**src/rtl/game_pkg.sv**
```systemverilog
// Shared definitions for the whack-a-mole round controller: state encoding,
// LED period constants and the difficulty select decoder.
package game_pkg;

   typedef enum logic [1:0] {
      IDLE      = 2'd0,
      COUNTDOWN = 2'd1,
      PLAY      = 2'd2,
      OVER      = 2'd3
   } game_state_t;

   localparam logic [15:0] DIFF_EASY_MS = 16'd2000;
   localparam logic [15:0] DIFF_MED_MS  = 16'd1000;
   localparam logic [15:0] DIFF_HARD_MS = 16'd750;

   // Both low codes map to easy so an unplugged switch still gives a sane game.
   function automatic logic [15:0] decode_diff(input logic [1:0] diff_sel);
      case (diff_sel)
         2'b10:   decode_diff = DIFF_MED_MS;
         2'b11:   decode_diff = DIFF_HARD_MS;
         default: decode_diff = DIFF_EASY_MS;
      endcase
   endfunction

endpackage

```
**src/rtl/game_controller_if.sv**
```systemverilog
// Bundle of the controller's request inputs and status outputs. The master
// side is whoever feeds start/difficulty/hit/miss; the slave is the controller.
interface game_controller_if #(
   parameter int SCORE_W = 11
);
   logic               start_pulse;
   logic [1:0]         diff_sel;
   logic               hit_pulse;
   logic               miss_pulse;
   logic               game_active;
   logic [15:0]        difficulty_ms;
   logic [SCORE_W-1:0] score;
   logic [SCORE_W-1:0] high_score;
   logic [1:0]         lives;
   logic [5:0]         time_left;
   logic [1:0]         state;
   logic               game_over_pulse;

   modport master (
      output start_pulse, diff_sel, hit_pulse, miss_pulse,
      input  game_active, difficulty_ms, score, high_score, lives,
             time_left, state, game_over_pulse
   );

   modport slave (
      input  start_pulse, diff_sel, hit_pulse, miss_pulse,
      output game_active, difficulty_ms, score, high_score, lives,
             time_left, state, game_over_pulse
   );
endinterface

```
**src/rtl/game_controller_sec_tick_gen.sv**
```systemverilog
// One-second strobe built from a millisecond prescaler and a millisecond
// counter. Both counters restart from zero whenever clear is asserted so every
// state begins with a full second.
module sec_tick_gen #(
   parameter int CLKS_PER_MS = 50000,
   parameter int MS_PER_S    = 1000
) (
   input  logic clk,
   input  logic rst_n,
   input  logic clear,
   input  logic enable,
   output logic sec_tick
);
   localparam int MS_W = $clog2(CLKS_PER_MS + 1);
   localparam int S_W  = $clog2(MS_PER_S + 1);

   logic [MS_W-1:0] ms_cnt;
   logic [S_W-1:0]  s_cnt;
   logic            ms_wrap;
   logic            s_wrap;

   assign ms_wrap  = (ms_cnt == MS_W'(CLKS_PER_MS - 1));
   assign s_wrap   = (s_cnt == S_W'(MS_PER_S - 1));
   assign sec_tick = enable && ms_wrap && s_wrap;

   // Prescaler chain: ms_cnt wraps every millisecond and advances s_cnt.
   always_ff @(posedge clk or negedge rst_n) begin
      if (!rst_n) begin
         ms_cnt <= '0;
         s_cnt  <= '0;
      end else if (clear) begin
         ms_cnt <= '0;
         s_cnt  <= '0;
      end else if (enable) begin
         if (ms_wrap) begin
            ms_cnt <= '0;
            s_cnt  <= s_wrap ? '0 : s_cnt + 1'b1;
         end else begin
            ms_cnt <= ms_cnt + 1'b1;
         end
      end
   end
endmodule

```
**src/rtl/game_controller.sv**
```systemverilog
// Round-level FSM for the whack-a-mole game: owns score, lives, the round
// countdown and the high score, and hands the difficulty period to the LED
// timer. Every status output comes straight from a register.
module game_controller
   import game_pkg::*;
#(
   parameter int CLKS_PER_MS = 50000,
   parameter int MS_PER_S    = 1000,
   parameter int COUNTDOWN_S = 3,
   parameter int GAME_S      = 30,
   parameter int START_LIVES = 3,
   parameter int SCORE_W     = 11
) (
   input  logic               clk,
   input  logic               rst_n,
   game_controller_if.slave   bus
);
   localparam logic [SCORE_W-1:0] SCORE_MAX = '1;

   game_state_t        state, state_next;
   logic [SCORE_W-1:0] score, score_next;
   logic [SCORE_W-1:0] high_score, high_next;
   logic [1:0]         lives, lives_next;
   logic [5:0]         time_left, time_next;
   logic [15:0]        diff_ms, diff_next;
   logic               game_active;
   logic               over_pulse;
   logic               entering;
   logic               sec_tick;

   assign entering = (state_next != state);

   sec_tick_gen #(
      .CLKS_PER_MS (CLKS_PER_MS),
      .MS_PER_S    (MS_PER_S)
   ) u_tick (
      .clk      (clk),
      .rst_n    (rst_n),
      .clear    (entering),
      .enable   ((state == COUNTDOWN) || (state == PLAY)),
      .sec_tick (sec_tick)
   );

   // State register.
   always_ff @(posedge clk or negedge rst_n) begin
      if (!rst_n) state <= IDLE;
      else        state <= state_next;
   end

   // Next state and next datapath values; a final hit or miss lands in the
   // same cycle as the move to OVER, so the high score sees the final score.
   always_comb begin
      state_next = state;
      score_next = score;
      lives_next = lives;
      time_next  = time_left;
      diff_next  = diff_ms;
      high_next  = high_score;
      case (state)
         IDLE, OVER: begin
            diff_next = decode_diff(bus.diff_sel);
            if (bus.start_pulse) begin
               state_next = COUNTDOWN;
               score_next = '0;
               lives_next = 2'(START_LIVES);
               time_next  = 6'(COUNTDOWN_S);
            end
         end
         COUNTDOWN: begin
            if (sec_tick) begin
               if (time_left == 6'd1) begin
                  state_next = PLAY;
                  time_next  = 6'(GAME_S);
               end else begin
                  time_next = time_left - 6'd1;
               end
            end
         end
         PLAY: begin
            if (bus.hit_pulse && (score != SCORE_MAX)) score_next = score + 1'b1;
            if (bus.miss_pulse && (lives != 2'd0)) begin
               lives_next = lives - 2'd1;
               if (lives == 2'd1) state_next = OVER;
            end
            if (sec_tick) begin
               time_next = time_left - 6'd1;
               if (time_left == 6'd1) state_next = OVER;
            end
         end
         default: state_next = IDLE;
      endcase
      if ((state_next == OVER) && (state != OVER) && (score_next > high_score))
         high_next = score_next;
   end

   // Datapath and registered status flags.
   always_ff @(posedge clk or negedge rst_n) begin
      if (!rst_n) begin
         score       <= '0;
         high_score  <= '0;
         lives       <= 2'(START_LIVES);
         time_left   <= 6'(GAME_S);
         diff_ms     <= DIFF_EASY_MS;
         game_active <= 1'b0;
         over_pulse  <= 1'b0;
      end else begin
         score       <= score_next;
         high_score  <= high_next;
         lives       <= lives_next;
         time_left   <= time_next;
         diff_ms     <= diff_next;
         game_active <= (state_next == PLAY);
         over_pulse  <= (state_next == OVER) && (state != OVER);
      end
   end

   assign bus.state           = state;
   assign bus.score           = score;
   assign bus.high_score      = high_score;
   assign bus.lives           = lives;
   assign bus.time_left       = time_left;
   assign bus.difficulty_ms   = diff_ms;
   assign bus.game_active     = game_active;
   assign bus.game_over_pulse = over_pulse;
endmodule

```
**src/flat_wrapper.sv**
```systemverilog
// flat-port wrapper written by rule: the top's interface ports become plain ports
module game_controller_flat import game_pkg::*;
#(
   parameter int CLKS_PER_MS = 50000,
   parameter int MS_PER_S    = 1000,
   parameter int COUNTDOWN_S = 3,
   parameter int GAME_S      = 30,
   parameter int START_LIVES = 3,
   parameter int SCORE_W     = 11
)
  (clk, rst_n, bus_start_pulse, bus_diff_sel, bus_hit_pulse, bus_miss_pulse, bus_game_active, bus_difficulty_ms, bus_score, bus_high_score, bus_lives, bus_time_left, bus_state, bus_game_over_pulse);
  game_controller_if #(.SCORE_W(SCORE_W)) bus_i ();
  input  logic clk;
  input  logic rst_n;
  input wire logic [$bits(bus_i.start_pulse)-1:0] bus_start_pulse;
  input wire logic [$bits(bus_i.diff_sel)-1:0] bus_diff_sel;
  input wire logic [$bits(bus_i.hit_pulse)-1:0] bus_hit_pulse;
  input wire logic [$bits(bus_i.miss_pulse)-1:0] bus_miss_pulse;
  output wire logic [$bits(bus_i.game_active)-1:0] bus_game_active;
  output wire logic [$bits(bus_i.difficulty_ms)-1:0] bus_difficulty_ms;
  output wire logic [$bits(bus_i.score)-1:0] bus_score;
  output wire logic [$bits(bus_i.high_score)-1:0] bus_high_score;
  output wire logic [$bits(bus_i.lives)-1:0] bus_lives;
  output wire logic [$bits(bus_i.time_left)-1:0] bus_time_left;
  output wire logic [$bits(bus_i.state)-1:0] bus_state;
  output wire logic [$bits(bus_i.game_over_pulse)-1:0] bus_game_over_pulse;
  assign bus_i.start_pulse = bus_start_pulse;
  assign bus_i.diff_sel = bus_diff_sel;
  assign bus_i.hit_pulse = bus_hit_pulse;
  assign bus_i.miss_pulse = bus_miss_pulse;
  assign bus_game_active = bus_i.game_active;
  assign bus_difficulty_ms = bus_i.difficulty_ms;
  assign bus_score = bus_i.score;
  assign bus_high_score = bus_i.high_score;
  assign bus_lives = bus_i.lives;
  assign bus_time_left = bus_i.time_left;
  assign bus_state = bus_i.state;
  assign bus_game_over_pulse = bus_i.game_over_pulse;
  game_controller #(.CLKS_PER_MS(CLKS_PER_MS), .MS_PER_S(MS_PER_S), .COUNTDOWN_S(COUNTDOWN_S), .GAME_S(GAME_S), .START_LIVES(START_LIVES), .SCORE_W(SCORE_W)) u_core (.clk(clk), .rst_n(rst_n), .bus(bus_i));
endmodule
```
**config.mk**
```make
export PLATFORM = sky130hd
export DESIGN_NAME = game_controller_flat
export DESIGN_NICKNAME = d
export VERILOG_FILES = /design/src/rtl/game_pkg.sv /design/src/rtl/game_controller_if.sv /design/src/rtl/game_controller_sec_tick_gen.sv /design/src/rtl/game_controller.sv /design/src/flat_wrapper.sv
export SDC_FILE = /design/constraint.sdc
export NUM_CORES = 1
export LEC_CHECK = 0
export CORE_MARGIN = 2
export CORE_UTILIZATION = 58
export DETAILED_ROUTE_END_ITERATION = 8
export DONT_BUFFER_PORTS = 1
export PLACE_DENSITY = 0.76
export SLEW_MARGIN = 20
export SYNTH_ARGS = -nofsm -noshare
export SYNTH_HDL_FRONTEND = slang
export SYNTH_SLANG_ARGS = --single-unit
```
**constraint.sdc**
```tcl
create_clock -name clk -period 3.2 [get_ports clk]
set_input_delay 0.8 -clock clk [delete_from_list [all_inputs] [get_ports clk]]
set_output_delay 0.8 -clock clk [all_outputs]
set_load 0.1 [all_outputs]
```
==> out/results.ini <==
[outcome]
outcome = finished, violations left
violations = negative setup slack

[placed_design]
hpwlAfterDp_mm = 6.615
portBuffers = 0
place_ws_ns = -0.1597
gp_congestion = 0.8900
placed_cell_area_sq_um = 4481
dpl.cell_count = 533

[logic_synthesis]
netlist.area_leader.share = 0.3559
yosysWarnings = 0
synth_cell_types = 68
ys_ff_latch = 64
ys_async_sr_fraction = 1.000
synthFlopType = dfrtp_1
synth_edf_count = 0
synth_top_area_cell = dfrtp_1
synth_cells = 420
synth_area_sq_um = 3938
avgSynthCellArea_sq_um = 9.375
ys_seq_area_frac = 0.4093
ys_top_cells_by_area = dfrtp_1 36%, ha_1 6.7%, dfstp_2 5.3%, nor2_1 3.9%, a21oi_1 3.6%

[drt]
wire_per_inst_um = 16.95
wl_mm = 9.355
drc = 0
routed_via_density = 5.957
ant_nets = 0
vias = 3288
first_pass_iters = 5
drtIter0Drc = 131

[cts]
clk-insertion-delay-late_ns = 0.35
ctsHoldBuffers = 0
clk_path_buf_depth = 2
cts.sinks = 64
htreeDepth = 3
clk_pin_slew_ns = 0.07
cts_tree = done
cts_buffers = 9
clk_root_buffer_cell = clkbuf_8

[grt]
grt.total_usage = 0.2667
grt.overflow.total = 0
grt_pass1_vias = 3305
grt_pass1_wl_mm = 15.64
grt_max_degree = 65
antenna_found_initial = 0

[sta]
post-route-min-period_ns = 3.239
setup-violations-final = 11
report.final.slew_viol_count = 0
timing.final.crit_share = 1.012
finalWorstSetupSlack_ns = -0.03947
whs_ns = 0.1366
rsz0062_at_grt = yes
worst_pin_slew_ns = 0.9896
fmax_ghz = 0.3087
clock_skew_ns = 0.008247
slew-limit-headroom = 0.3403
final_hold_viol_count = 0

[critical_path]
path_class = reg2reg
cp-start-kind = flop
crit_fanout = 11
worstPathArrival_ns = 3.47
worstPathRequired_ns = 3.43
end_kind = flop

[die]
die_height_um = 86.40
dieArea_sq_um = 7464
core_area_sq_um = 6681
io-pin-count = 57
initial_core_util = 0.5893
die_w_um = 86.40
num_rows = 30

[finish]
drive_gt1_frac = 0.2818
antennaDiodeCount = 0
nets = 495
instances_no_fill = 552
areaGrowthSynthToFinish_pct = 20.69
fillers = 486
stdcell_area_sq_um = 4752

[power]
power_mw = 3.384
ir_drop_uv = 369.2
p_leak_nw = 2.146
power.density_nw_per_um2 = 712.2

[run]
max-cap-violations = 0

[worst_hold_path]
hp-class = in2async

-- flip-flops by register name, summed over array words and instances (netlist names) --
name,count
u_core.bus.difficulty_ms,4
u_core.bus.game_active,1
u_core.bus.game_over_pulse,1
u_core.bus.high_score,11
u_core.bus.lives,2
u_core.bus.score,11
u_core.bus.state,2
u_core.bus.time_left,6
u_core.u_tick.ms_cnt,16
u_core.u_tick.s_cnt,10
-- worst max-delay path: stages, from the launching register on --
cell	delay, ns
dfrtp_4	0.50
ha_4	0.19
nand3_4	0.13
o41ai_4	0.09
nor4_2	0.36
o21ai_1	0.12
mux2_4	0.30
ha_4	0.28
o21a_1	0.11
o21a_1	0.11
o32ai_1	0.09
a31oi_1	0.20
nand4b_2	0.16
buf_12	0.19
mux2_4	0.29
-- synthesized netlist by cell type, drive strengths merged (2+ instances only) --
cell     count
o22a         3
dfstp        8
and3b        2
and2         3
or2          2
a21o         4
inv         26
nand4b       5
a21oi       28
nand4bb      2
nor3b        3
and3         6
o211ai       2
conb         2
nor2b        6
or4          3
or3          7
mux2i        2
dfrtp       56
or4bb        2
a31oi        3
o31ai        2
nand3b       4
mux2        13
nor2        41
or3b         2
nand2b       4
clkbuf      10
nand3       20
xor2         7
o21ai       28
o21a         5
nor4         3
buf         13
nand2       26
ha          21
xnor2        9
nor3        10
nand4        8
o21bai       2
-- where the power goes --
group	internal (mW)	leakage [nW]	switching, mW
Combinational	0.388	1.21	0.880
Clock	0.460	0.108	0.327
Sequential	0.928	0.828	0.401
Total	1.78	2.15	1.61
-- area by class of cell --
cell class	count	area (sq um)	area share
multi-input combinational	314	2277	0.4792
timing repair buffer	52	402.9	0.08478
clock buffer	13	148.9	0.03133
sequential	64	1658	0.3489
clock inverter	3	65.06	0.01369
tap	80	100.1	0.02106
inverter	26	100.1	0.02106
-- cells by family (layout without fill, tap and decap cells) --
logic type,count (synthesis),in the layout,synth area share
xor+xnor,16,16,0.03559
flops,64,64,0.4093
mux,15,15,0.05020
buf+inv,49,94,0.06006
fa+ha+maj,21,21,0.06673
compound gates,92,92,0.1474
other cells,2,9,0.001907
simple gates,161,161,0.2288
-- metrics by stage --
step	utilization	setup TNS, ns
6_report	0.7112	-0.3597
3_3_place_gp	0.6706	0
2_1_floorplan	-	-0.4730
4_1_cts	0.7090	-0.1269
5_1_grt	0.7112	-1.638
3_5_place_dp	0.6706	-1.450
-- metal layers --
| layer | vias to the layer above | track usage | wire length [um] |
|---|---|---|---|
| li1 | 1577 | - | - |
| met1 | 1588 | 0.3471 | 4098 |
| met2 | 106 | 0.4308 | 4514 |
| met3 | 17 | 0.05238 | 537 |
| met4 | 0 | 0.1222 | 204 |
| met5 | - | 0 | 0 |
-- cell usage in the layout, fill, tap and decap left out, types with 6 or more instances in the layout --
cell type / count
dfstp_2: 8
and3_1: 6
nor2_1: 40
ha_1: 17
o21ai_0: 21
xnor2_1: 9
mux2_4: 12
clkbuf_8: 10
or3_1: 7
buf_4: 51
dfrtp_4: 11
inv_1: 24
nand3_1: 16
nand4_1: 8
o21ai_1: 6
a21oi_1: 28
conb_1: 9
nor3_1: 10
dfrtp_1: 41
nand2_1: 23
xor2_1: 7
-- final timing paths --
check                                                   end  cells after the start  slack [ns]                    from
worst max-delay path               u_core.bus.high_score[6]                     14       -0.04     u_core.bus.score[1]
worst min-delay path            u_core.bus.difficulty_ms[2]                      0        0.14                   rst_n
worst max register to register     u_core.bus.high_score[6]                     14       -0.04     u_core.bus.score[1]
worst min register to register       u_core.u_tick.s_cnt[9]                      2        0.55  u_core.u_tick.s_cnt[9]
max in group asynchronous           u_core.bus.time_left[3]                      0        2.86                   rst_n
min in group clk                u_core.bus.difficulty_ms[4]                      1        0.52         bus_diff_sel[1]
-- what timing repair did --
item                       in CTS  in global routing
setup endpoints to repair      11                 11
buffers inserted                3                  0
resized for setup               6                  6
pin swaps                       1                  1
Power figures use the tool's default switching activity.
